File: config.mk
export PLATFORM = sky130hd
export DESIGN_NAME = pc_unit_ras
export DESIGN_NICKNAME = d
export VERILOG_FILES = /design/src/rtl/pc_unit_pkg.sv /design/src/rtl/pc_unit_ras_stack.sv /design/src/rtl/pc_unit_ras.sv
export SDC_FILE = /design/constraint.sdc
export NUM_CORES = 1
export LEC_CHECK = 0
export ABC_AREA = 1
export CAP_MARGIN = 10
export CORE_MARGIN = 2
export CORE_UTILIZATION = 35
export CTS_BUF_LIST = sky130_fd_sc_hd__clkbuf_4 sky130_fd_sc_hd__clkbuf_8
export CTS_CLUSTER_SIZE = 16
export DETAILED_ROUTE_END_ITERATION = 16
export PLACE_DENSITY_LB_ADDON = 0.15
export SKIP_LAST_GASP = 1
export SLEW_MARGIN = 40
export SYNTH_ARGS = -nofsm -noshare
export SYNTH_HDL_FRONTEND = slang
export SYNTH_SLANG_ARGS = --single-unit
File: constraint.sdc
create_clock -name CLK -period 4.1 [get_ports CLK]
set_input_delay 0.41 -clock CLK [delete_from_list [all_inputs] [get_ports CLK]]
set_output_delay 0.41 -clock CLK [all_outputs]
set_load 0.03 [all_outputs]
File: src/rtl/pc_unit_pkg.sv
// Shared definitions for the program-counter unit: next-PC mode encodings,
// default reset address and the clog2 helper used for port sizing.
package pc_unit_pkg;

    typedef enum logic [2:0] {
        PCM_INC    = 3'd0,
        PCM_BRANCH = 3'd1,
        PCM_JUMP   = 3'd2,
        PCM_JR     = 3'd3,
        PCM_CALL   = 3'd4,
        PCM_RET    = 3'd5
    } pc_mode_e;

    localparam logic [31:0] PC_RESET_DEFAULT = 32'h0000_1000;

    function automatic int clog2(input int value);
        int r;
        r = 0;
        while ((1 << r) < value) r = r + 1;
        return r;
    endfunction

endpackage

File: src/rtl/pc_unit_ras_stack.sv
// Circular return-address stack: a full push overwrites the oldest entry,
// a pop on empty leaves the state untouched. Error pulses are combinational.
module ras_stack
    import pc_unit_pkg::*;
#(
    parameter int WIDTH     = 32,
    parameter int RAS_DEPTH = 8,
    localparam int PW = clog2(RAS_DEPTH),
    localparam int CW = PW + 1
) (
    input  logic             clk_i,
    input  logic             rst_ni,
    input  logic             push_i,
    input  logic             pop_i,
    input  logic [WIDTH-1:0] push_data_i,
    output logic [WIDTH-1:0] top_o,
    output logic [CW-1:0]    cnt_o,
    output logic             empty_o,
    output logic             full_o,
    output logic             ovf_evt_o,
    output logic             unf_evt_o
);

    logic [WIDTH-1:0] mem_q [RAS_DEPTH];
    logic [PW-1:0]    sp_q, sp_d;
    logic [CW-1:0]    cnt_q, cnt_d;

    assign full_o    = (cnt_q == CW'(RAS_DEPTH));
    assign empty_o   = (cnt_q == '0);
    assign cnt_o     = cnt_q;
    // sp_q points at the next free slot, so the newest entry sits just below it.
    assign top_o     = mem_q[sp_q - PW'(1)];
    assign ovf_evt_o = push_i & full_o;
    assign unf_evt_o = pop_i & empty_o;

    always_comb begin
        sp_d  = sp_q;
        cnt_d = cnt_q;
        if (push_i) begin
            sp_d = sp_q + PW'(1);
            if (!full_o) cnt_d = cnt_q + CW'(1);
        end else if (pop_i && !empty_o) begin
            sp_d  = sp_q - PW'(1);
            cnt_d = cnt_q - CW'(1);
        end
    end

    always_ff @(posedge clk_i) begin
        if (!rst_ni) begin
            sp_q  <= '0;
            cnt_q <= '0;
            for (int i = 0; i < RAS_DEPTH; i++) mem_q[i] <= '0;
        end else begin
            sp_q  <= sp_d;
            cnt_q <= cnt_d;
            if (push_i) mem_q[sp_q] <= push_data_i;
        end
    end

endmodule

File: src/rtl/pc_unit_ras.sv
// Program-counter unit with six next-PC modes, a return-address stack and
// sticky error flags. Define PC_UNIT_TRACE_EN to capture redirect source PCs.
module pc_unit_ras
    import pc_unit_pkg::*;
#(
    parameter int          WIDTH     = 32,
    parameter logic [31:0] RESET_PC  = PC_RESET_DEFAULT,
    parameter int          RAS_DEPTH = 8,
    parameter int          IMM_W     = 16
) (
    input  logic                      CLK,
    input  logic                      RST,
    input  logic                      LOAD,
    input  logic [2:0]                MODE,
    input  logic                      BR_TAKEN,
    input  logic [IMM_W-1:0]          IMM,
    input  logic [25:0]               TARGET,
    input  logic [WIDTH-1:0]          REG_TGT,
    input  logic                      CLR_ERR,
    output logic [WIDTH-1:0]          PC,
    output logic [WIDTH-1:0]          PC_INC,
    output logic [clog2(RAS_DEPTH):0] RAS_CNT,
    output logic                      RAS_EMPTY,
    output logic                      RAS_FULL,
    output logic                      RAS_OVF,
    output logic                      RAS_UNF,
    output logic                      BAD_MODE,
    output logic [WIDTH-1:0]          LAST_REDIR
);

    logic [WIDTH-1:0] pc_q, pc_d;
    logic [WIDTH-1:0] pc_inc, imm_ext, tgt_ext, ras_top;
    logic             push, pop, bad_evt, ovf_evt, unf_evt;
    logic             ovf_q, unf_q, bad_q;

    assign pc_inc  = pc_q + WIDTH'(1);
    assign imm_ext = WIDTH'($signed(IMM));
    assign tgt_ext = WIDTH'(TARGET);

    ras_stack #(
        .WIDTH     (WIDTH),
        .RAS_DEPTH (RAS_DEPTH)
    ) u_ras (
        .clk_i       (CLK),
        .rst_ni      (RST),
        .push_i      (push),
        .pop_i       (pop),
        .push_data_i (pc_inc),
        .top_o       (ras_top),
        .cnt_o       (RAS_CNT),
        .empty_o     (RAS_EMPTY),
        .full_o      (RAS_FULL),
        .ovf_evt_o   (ovf_evt),
        .unf_evt_o   (unf_evt)
    );

    always_comb begin
        pc_d    = pc_q;
        push    = 1'b0;
        pop     = 1'b0;
        bad_evt = 1'b0;
        if (LOAD) begin
            case (pc_mode_e'(MODE))
                PCM_INC:    pc_d = pc_inc;
                PCM_BRANCH: pc_d = BR_TAKEN ? pc_inc + imm_ext : pc_inc;
                PCM_JUMP:   pc_d = tgt_ext;
                PCM_JR:     pc_d = REG_TGT;
                PCM_CALL: begin
                    pc_d = tgt_ext;
                    push = 1'b1;
                end
                PCM_RET: begin
                    // Empty stack falls back to the software-provided target.
                    pc_d = RAS_EMPTY ? REG_TGT : ras_top;
                    pop  = 1'b1;
                end
                default: begin
                    pc_d    = pc_inc;
                    bad_evt = 1'b1;
                end
            endcase
        end
    end

    always_ff @(posedge CLK) begin
        if (!RST) begin
            pc_q  <= WIDTH'(RESET_PC);
            ovf_q <= 1'b0;
            unf_q <= 1'b0;
            bad_q <= 1'b0;
        end else begin
            pc_q  <= pc_d;
            // A same-cycle error event outranks CLR_ERR.
            ovf_q <= ovf_evt | (ovf_q & ~CLR_ERR);
            unf_q <= unf_evt | (unf_q & ~CLR_ERR);
            bad_q <= bad_evt | (bad_q & ~CLR_ERR);
        end
    end

    assign PC       = pc_q;
    assign PC_INC   = pc_inc;
    assign RAS_OVF  = ovf_q;
    assign RAS_UNF  = unf_q;
    assign BAD_MODE = bad_q;

`ifdef PC_UNIT_TRACE_EN
    logic             redirect;
    logic [WIDTH-1:0] redir_q;

    always_comb begin
        redirect = 1'b0;
        if (LOAD) begin
            case (pc_mode_e'(MODE))
                PCM_BRANCH:                      redirect = BR_TAKEN;
                PCM_JUMP, PCM_JR, PCM_CALL, PCM_RET: redirect = 1'b1;
                default:                         redirect = 1'b0;
            endcase
        end
    end

    always_ff @(posedge CLK) begin
        if (!RST) redir_q <= '0;
        else if (redirect) redir_q <= pc_q;
    end

    assign LAST_REDIR = redir_q;
`else
    assign LAST_REDIR = '0;
`endif

endmodule

# Yosys cells after proc, flatten, opt, wreduce, memory -nomap -nowiden
# Memories as Yosys holds them, arrays and structs flattened.
# Index checks and enable logic that the tools add are counted.
dict set report totals {
  mem_bits_rw 256
  mem_count 1
  word_cells 59
  reg_bits 42
  inputBits 82
  out_inout_bits 105
}
dict set report classes {
  bitwise 9
  n_eq_ne 7
  n_mux 21
  reduce_logical 9
  n_addsub 6
}
# name depth word_bits rd rd_clocked_by_memory_dff wr line_no
set memory_table {}
lappend memory_table {u_ras.mem_q 8 32 1 0 8 pc_unit_ras_stack.sv:24} ;# logic [WIDTH-1:0] mem_q [RAS_DEPTH];
# operator n
set op_table {}
lappend op_table {{$pmux W32 S4} 1}
lappend op_table {{$mux W32} 3}
lappend op_table {{$add A32 B1 Y32 const B} 1}
lappend op_table {{$add A32 B32 Y32} 1}
lappend op_table {{$reduce_or A32 Y1} 1}
lappend op_table {{$mux W4} 3}
lappend op_table {{$mux W1} 11}
lappend op_table {{$mux W3} 3}
lappend op_table {{$eq A3 B2 Y1 const B} 2}
lappend op_table {{$eq A3 B3 Y1 const B} 2}
lappend op_table {{$reduce_or A6 Y1} 1}
lappend op_table {{$and A1 B1 Y1} 5}
lappend op_table {{$add A4 B1 Y4 const B} 1}
lappend op_table {{$eq A4 B4 Y1 const B} 1}
lappend op_table {{$logic_not A4 Y1} 1}
lappend op_table {{$sub A4 B1 Y4 const B} 1}
lappend op_table {{$add A3 B1 Y3 const B} 1}
lappend op_table {{$eq A3 B1 Y1 const B} 1}
lappend op_table {{$logic_not A3 Y1} 1}
lappend op_table {{$or A1 B1 Y1} 3}
lappend op_table {{$sub A3 B1 Y3 const B} 1}
lappend op_table {{$ne A2 B2 Y1 const B} 1}
lappend op_table {{$reduce_and A2 Y1} 1}
lappend op_table {{$reduce_bool A2 Y1} 1}
lappend op_table {{4 further kinds} 4}

# Depth between registers and ports, before layout
dict set report depth {
  depth_word 8
  ltp_mapped 27
  depth_no_buf 26
}

# Cells and area by module
# From an unflattened synthesis, not the netlist that was laid out.
dict set report unflattened {
  cells_unflattened 2274
  hier_area_um2 17885.9
}
# module area_each_um2 seq_area_each_um2 cells_per_inst instances
set by_module_without_submodules {}
lappend by_module_without_submodules {ras_stack 11887.7 7827.5 1197 1}
lappend by_module_without_submodules {pc_unit_ras 5998.3 700.7 1077 1}

# Worst setup path after synthesis
# No wires, ideal clock.
dict set report synth_timing {
  path_kind {flip-flop to flip-flop}
  startpoint {register pc_q[0], in the netlist PC[0]}
  endpoint {register pc_q[29], in the netlist PC[29]}
  path_stages_with_launch 23
  period_less_slack_ns 3.451
  setup_time_ns 0.132
  setup_slack_ns 0.649
  t_required_ns 3.968
  t_arrival_ns 3.319
  n_path_buf 1
  cell_sequence {dfxtp_1 ha_1 inv_1 nor2_4 nand2_1 nor2_1 nand2_1 xor2_1 clkbuf_1 inv_1 ha_1 nand2_1 nor2_1 and2_1 nand2_1 nand2_1 nand3_1 nand3_1 nand3_1 nand2_1 nand2_1 nand2_1 a21oi_1}
}
dict set report synth_between {
  elab_chain_len 4
}
# element line_no
set synth_rtl {}
lappend synth_rtl {{from (decl)} pc_unit_ras.sv:31} ;# logic [WIDTH-1:0] pc_q, pc_d;
lappend synth_rtl {{from (signal assigned)} pc_unit_ras.sv:87} ;# pc_q <= WIDTH'(RESET_PC);
lappend synth_rtl {{from (signal assigned)} pc_unit_ras.sv:92} ;# pc_q <= pc_d;
lappend synth_rtl {{$add A32 B1 Y32} pc_unit_ras.sv:36} ;# assign pc_inc = pc_q + WIDTH'(1);
lappend synth_rtl {{net PC_INC[12]} pc_unit_ras.sv:21} ;# output logic [WIDTH-1:0] PC_INC,
lappend synth_rtl {{$add A32 B32 Y32} pc_unit_ras.sv:65} ;# PCM_BRANCH: pc_d = BR_TAKEN ? pc_inc + imm_ext : pc_inc;
lappend synth_rtl {{$mux W32} pc_unit_ras.sv:65}
lappend synth_rtl {{$pmux W32 S4} pc_unit_ras.sv:63} ;# case (pc_mode_e'(MODE))
# The timed path passes the listed nets, and every way through them passes these cells.
# A chain may end at the register's enable or synchronous reset.

# Worst setup path after layout
dict set report layout_timing {
  startpoint {register pc_q[19], in the netlist PC[19]}
  endpoint {register pc_q[24], in the netlist PC[24]}
}
dict set report layout_between {
  elab_chain_len 4
}
# element line_no
set layout_rtl {}
lappend layout_rtl {{$add A32 B1 Y32 (*)} pc_unit_ras.sv:36}
lappend layout_rtl {{$add A32 B32 Y32} pc_unit_ras.sv:65}
lappend layout_rtl {{$mux W32} pc_unit_ras.sv:65}
lappend layout_rtl {{$pmux W32 S4 (*)} pc_unit_ras.sv:63}
# Mark *: on every way between the ends. The rest lies on a longest branch, timed or not.

==> reports/results.ini <==
[synthesis]
synth-edff-count = 256
yosysWarningCount = 0
ys_async_sr_fraction = 0
synthesis.area_um2 = 18100
ys_top_cells_by_area = edfxtp_1 (43%), nand2_1 (11%), nor2_1 (9.8%)
ys_seq_elements = 298
ys.flop_type = edfxtp_1
yosysSeqAreaShare = 0.472
postSynthCellCount = 2332
synth_top_area_share = 0.425
ys_types = 51
yosysTopAreaCell = edfxtp_1
avgSynthCellArea_um2 = 7.75

[sta]
relSlewSlack = 0.471
whs_ns = 0.465
fin_crit_ns = 4.00
hold_viol_final = 0
rsz0062_at_grt = false
max_freq_ghz = 0.250
fin_skew_ns = 0.0207
fin_crit_sh = 0.975
drv_slew = 0
tightestPinTransition_ns = 0.794
fin_setup_tns_ns = 0
setup_viol = 0

[grt]
antenna_found_initial = 1
grt-ovfl-total = 0
grt_pass1_wl_mm = 103
grt_start_max_net_pins = 81
grt_pass1_vias = 16200
grt_usage = 0.259

[placement]
place_area_um2 = 20400
io_buffers = 154
hpwl_mm = 47.4
place_congestion = 0.975

[clock_tree]
cts_tree = done
cts_root_buf = clkbuf_8
cts_setup_buffers = 0
numCtsBuffers = 50
htree_levels = 2
clk_path_buf_depth = 3
path_clk_slew_ns = 0.07
numClockSinks = 298
clock_latency_ns = 0.61

[drt]
remaining_drc_errors = 0
drt_iter0_drc = 1343
post_drt_wl_per_cell_um = 22.0
wl_mm = 70.4
dr_total_vias = 16800
first_pass_iters = 5
via_per_inst = 5.25
ant_nets = 0

[die]
design.core.area_um2 = 51200
die_area_um2 = 53500
start_util = 0.353
die_h_um = 231
num_rows = 83
ioPinCount = 187
die_w_um = 231

[worst_hold_path]
min_path_type = reg -> reg

[layout]
nNetsFinal = 2607
layout_common_cells = nand2_1 (510), nor2_1 (470), edfxtp_1 (256), inv_1 (193), o21ai_0 (193)
syn_to_final_growth_pct = 18.4
nFillCells = 5237
multi_input_area_um2 = 8120
final_common_cell = nand2_1
fin_area_um2 = 21400
seq_area_um2 = 8530
drive_gt1_frac = 0.0895

[power]
finalPower_mw = 8.02
leakagePower_nw = 8.75
vdd_drop_max_mv = 0.213
power_density_nw_per_um2 = 375

[setup_path]
worst_setup_path_end_kind = register
crit_arrival_ns = 4.45
path_max_fanout = 6
required_ns = 4.55
cp-start-kind = register
path_class = reg -> reg

[outcome]
status = completed

[run]
maxCapViolations = 0

[metal layers]
metal	GRT usage	routed length, um	part of all wire
met1	0.348	29800	0.42
met2	0.428	33000	0.47
met3	0.0373	5200	0.074
met4	0.0893	2390	0.034
met5	0	0	0
[flip-flops by register name, summed over array words and instances (netlist names)]
signal / count
PC: 32
RAS_OVF: 1
RAS_UNF: 1
u_ras.mem_q: 256
BAD_MODE: 1
u_ras.cnt_o: 4
u_ras.sp_q: 3
[critical path: stages, from the launching register on]
cell and delay (ns):
dfxtp_1 0.52, nand2_1 0.17, nor2_1 0.36, nand4_1 0.37, xor2_1 0.32, inv_1 0.15
ha_2 0.42, nand2_1 0.13, nor2_1 0.15, inv_1 0.10, nor3_2 0.27, nand3_1 0.28
nand4_1 0.16, nand3_1 0.17, nand2_1 0.12, nand2_1 0.05, nand2_1 0.05, a21oi_1 0.05
[Yosys cell counts, types with 42 or more instances]
master	number
o22ai_1	58
edfxtp_1	256
buf_2	49
ha_1	45
inv_1	194
dfxtp_1	42
nand2_1	513
o21ai_0	193
clkbuf_1	68
a21oi_1	100
nor2_1	472
nand3_1	122
[layout make-up]
type	instances	area share
clock inverters	21	0.00871
well taps	680	0.0398
diodes	1	0.000117
clock buffers	66	0.0378
repair buffers	221	0.0988
multi-input cells	1699	0.379
inverters	208	0.0366
flip-flops and latches	298	0.399
[what timing repair did]
action	in CTS	in global routing
resized for setup	1	5
pin swaps	0	1
endpoints found under the setup margin	1	3
hold buffers	0	0
cloned	0	0
[power by group]
| group | leakage [nW] | switching, mW | total (mW) | internal, mW |
|---|---|---|---|---|
| clock network | 0.521 | 1.27 | 2.74 | 1.47 |
| logic | 5.24 | 1.25 | 1.81 | 0.560 |
| registers | 2.99 | 0.0768 | 3.48 | 3.40 |
| total | 8.75 | 2.59 | 8.02 | 5.43 |
[cell families after synthesis]
family	synth area share
AO/OA/AOI/OAI	0.122
XOR/XNOR	0.0147
adder cells (fa/ha/maj)	0.0334
buffers and inverters	0.0880
flip-flops	0.472
other	0.000207
AND/OR/NAND/NOR	0.269
[stage by stage]
step	instances	setup slack (ns)	utilization
after floorplan	2363	0.649	-
after detailed placement	3106	0.00328	0.398
after global placement	3106	-0.0403	0.398
after CTS	3193	0.0968	0.417
after global routing	3194	0.00813	0.418
final	3194	0.103	0.418
[worst paths after layout]
| path | start | end | slack, ns | cells past startpoint |
|---|---|---|---|---|
| worst max-delay path | PC[19] | PC[24] | 0.10 | 17 |
| worst min-delay path | BAD_MODE | BAD_MODE | 0.46 | 2 |
| worst max register to register | PC[19] | PC[24] | 0.10 | 17 |
| worst min register to register | BAD_MODE | BAD_MODE | 0.46 | 2 |
(Power assumes the default switching activity.)
==> patch, RTL diff (same settings) <==
Compare `cnt_q` against `CW'(RAS_DEPTH)` with >= in place of ==.
--- a/src/rtl/pc_unit_ras_stack.sv
+++ b/src/rtl/pc_unit_ras_stack.sv
@@ -25,7 +25,7 @@
     logic [PW-1:0]    sp_q, sp_d;
     logic [CW-1:0]    cnt_q, cnt_d;
 
-    assign full_o    = (cnt_q == CW'(RAS_DEPTH));
+    assign full_o    = (cnt_q >= CW'(RAS_DEPTH));
     assign empty_o   = (cnt_q == '0);
     assign cnt_o     = cnt_q;
     // sp_q points at the next free slot, so the newest entry sits just below it.
Formal check against the unedited RTL: same outputs for any inputs over 4 cycles, from zero or initial values and one cycle with RST low; that may be too few to reach the edited logic, so the function may still have changed.
==> patch against the original RTL <==
Die area shrank 0.82%; global-route usage about the same; design area fell by 0.11%; critical path type unchanged; area after synthesis fell by 0.84%; total power rose by 4.5%; clock power increased by 2%; worst setup slack better by 270 ps; sequential cell count unchanged; first-iteration DRC count up 17%; synthesized cell count fell by 1.5%; wire length fell by 0.64%.
==> patch: results (changes against the original RTL) <==
| Metric | Value |
|---|---|
| Worst-path clk slew | around 60 ps |
| Delay-heaviest family, CP | simple AND/OR/NAND/NOR gates |
| Max incr delay on CP | 400 ps (-120 ps) |
| Place WS | 417.2 ps (+414.0 ps) |
| Sequential share of the synthesized area | 47.59% (+0.40 points) |
| Placed instance area | 0.02034 sq mm (-0.15%) |
| Drt wl/cell | 21.98 um (-0.23%) |
| Initial DRC count | 1578 (+17%) |
| Final net count | 2596 (-0.42%) |
| Layout Skew | 19.25 ps (-1.485 ps) |
| Fmax | 268.2 MHz (+7.2%) |
| Pleak | 0.008816 uW (+0.73%) |
| Most frequent cells after synthesis | 500 x nand2_1, 476 x nor2_1, 256 x edfxtp_1, 200 x inv_1, 166 x o21ai_0 |
| CP max-delay cell | dfxtp_1 |
| Netlist cell types | 47 (-7.8%) |
| CTS resizes | 0 (-1) |
| Via count | 16656 (-0.66%) |
| Register-to-register setup slack | 370 ps (+270 ps) |
| DP HPWL | 48.23 mm (+1.8%) |
| Largest net degree at the start of global routing | 102 (+26%) |
| Outcome | completed |
| VDD IR max | 0.1995 mV (-6.2%) |
| Crit Path Max Fanout | 5 (-1) |
| Share of layout cells above drive strength 1 | 9.011% (+0.058 points) |
| Vias in the first global route | 16222 (+0.15%) |
| GRT Overall Usage | 25.97% (+0.046 points) |
| Worst path arrival time | 4170 ps (-280 ps) |
| Initial antenna violation count | 1 (unchanged) |
| # setup viols final | 0 (unchanged) |
| Worst hold slack | 478.4 ps (+13.85 ps) |
| RD Place Congestion | 0.9430 (-3.3%) |
| First-pass GRT wire length | 102.9 mm (-0.49%) |
| Register bank with the most flops | u_ras.mem_q |
| Fill cells | 5168 (-1.3%) |
| H-tree depth | 2 (unchanged) |
| Top post-synthesis cells by area | edfxtp_1 43%, nand2_1 10%, nor2_1 10%, dfxtp_1 4.7%, o21ai_0 4.6% |
| Cts bufs inserted | 51 (+2.0%) |
| Clock Path Buffers | 3 (unchanged) |
| Hold Crit Class | register to register |
| Post-synth ARST share | 0% (unchanged) |
| Pre-antenna DRT Iters | 5 (unchanged) |
| YS warnings | 0 (unchanged) |
| Rel. slew slack | 45.14% (-2.0 points) |
[patch: final cells by class]
class                           instances  area (sq um)  area share (%)
Clock buffer                           68         835.8           3.911
Clock inverter                         25         191.4          0.8958
Inverter                              218         819.5           3.835
Sequential cell                       298          8532           39.92
Timing Repair Buffer                  239          2208           10.33
Antenna cell                            1         2.502         0.01171
Tap cell                              672         840.8           3.934
Multi-Input combinational cell       1660          7940           37.15
[patch: kinds of logic (layout without fill, tap and decap cells)]
| kind of cell | count (synthesis) | after routing | synth area share, % |
|---|---|---|---|
| adders and majority gates | 46 | 46 | 3.295 |
| AOI/OAI and AO/OA | 387 | 387 | 12.09 |
| DFF | 298 | 298 | 47.59 |
| xor gates and xnor gates | 33 | 33 | 1.864 |
| and+or+nand+nor | 1162 | 1162 | 26.31 |
| buffers and inverters | 371 | 550 | 8.839 |
| other | 1 | 33 | 0.02093 |
[patch: metrics by stage]
step / total power [uW] / instances / utilization, %
after floorplan: 4775 / 2329 / -
after global placement: 5626 / 3087 / 40.37
after detailed placement: 5626 / 3087 / 40.38
after CTS: 8418 / 3180 / 42.42
after global routing: 8745 / 3181 / 42.42
final: 8380 / 3181 / 42.42
[patch: per-layer routing]
metal  part of all wire (%)  GRT usage, %
met5                      0             0
met4                    4.0         10.63
met3                    6.1         3.460
met2                     48         43.17
met1                     42         34.10
[patch: path summary, 6_finish.rpt]
path,startpoint,to,cells past startpoint
hold reg to reg,RAS_OVF,RAS_OVF,2
hold / removal,RAS_OVF,RAS_OVF,2
setup reg to reg,PC[0],PC[21],20
setup / recovery,PC[0],PC[21],20
[patch: power breakdown]
| group | internal (uW) | switching, uW |
|---|---|---|
| logic | 657 | 1450 |
| registers | 3400 | 78.5 |
| clock network | 1520 | 1280 |
| total | 5570 | 2810 |
[patch: worst reg2reg max path, cell delays in order, from the launching register on]
cell      delay (ps)
dfxtp_1          400
ha_1             200
nand2_1           60
inv_1            110
nand2_1          140
nor2_2           320
xor2_2           200
inv_2             80
ha_1             370
nand2_1          150
nor2_1           390
nand2_1          100
o21bai_1         230
nand2_1          230
nand2_1          140
nand3_1           90
nand3_1          110
nand2_1          100
nand2_1           50
nand2_1           60
a21oi_1           50
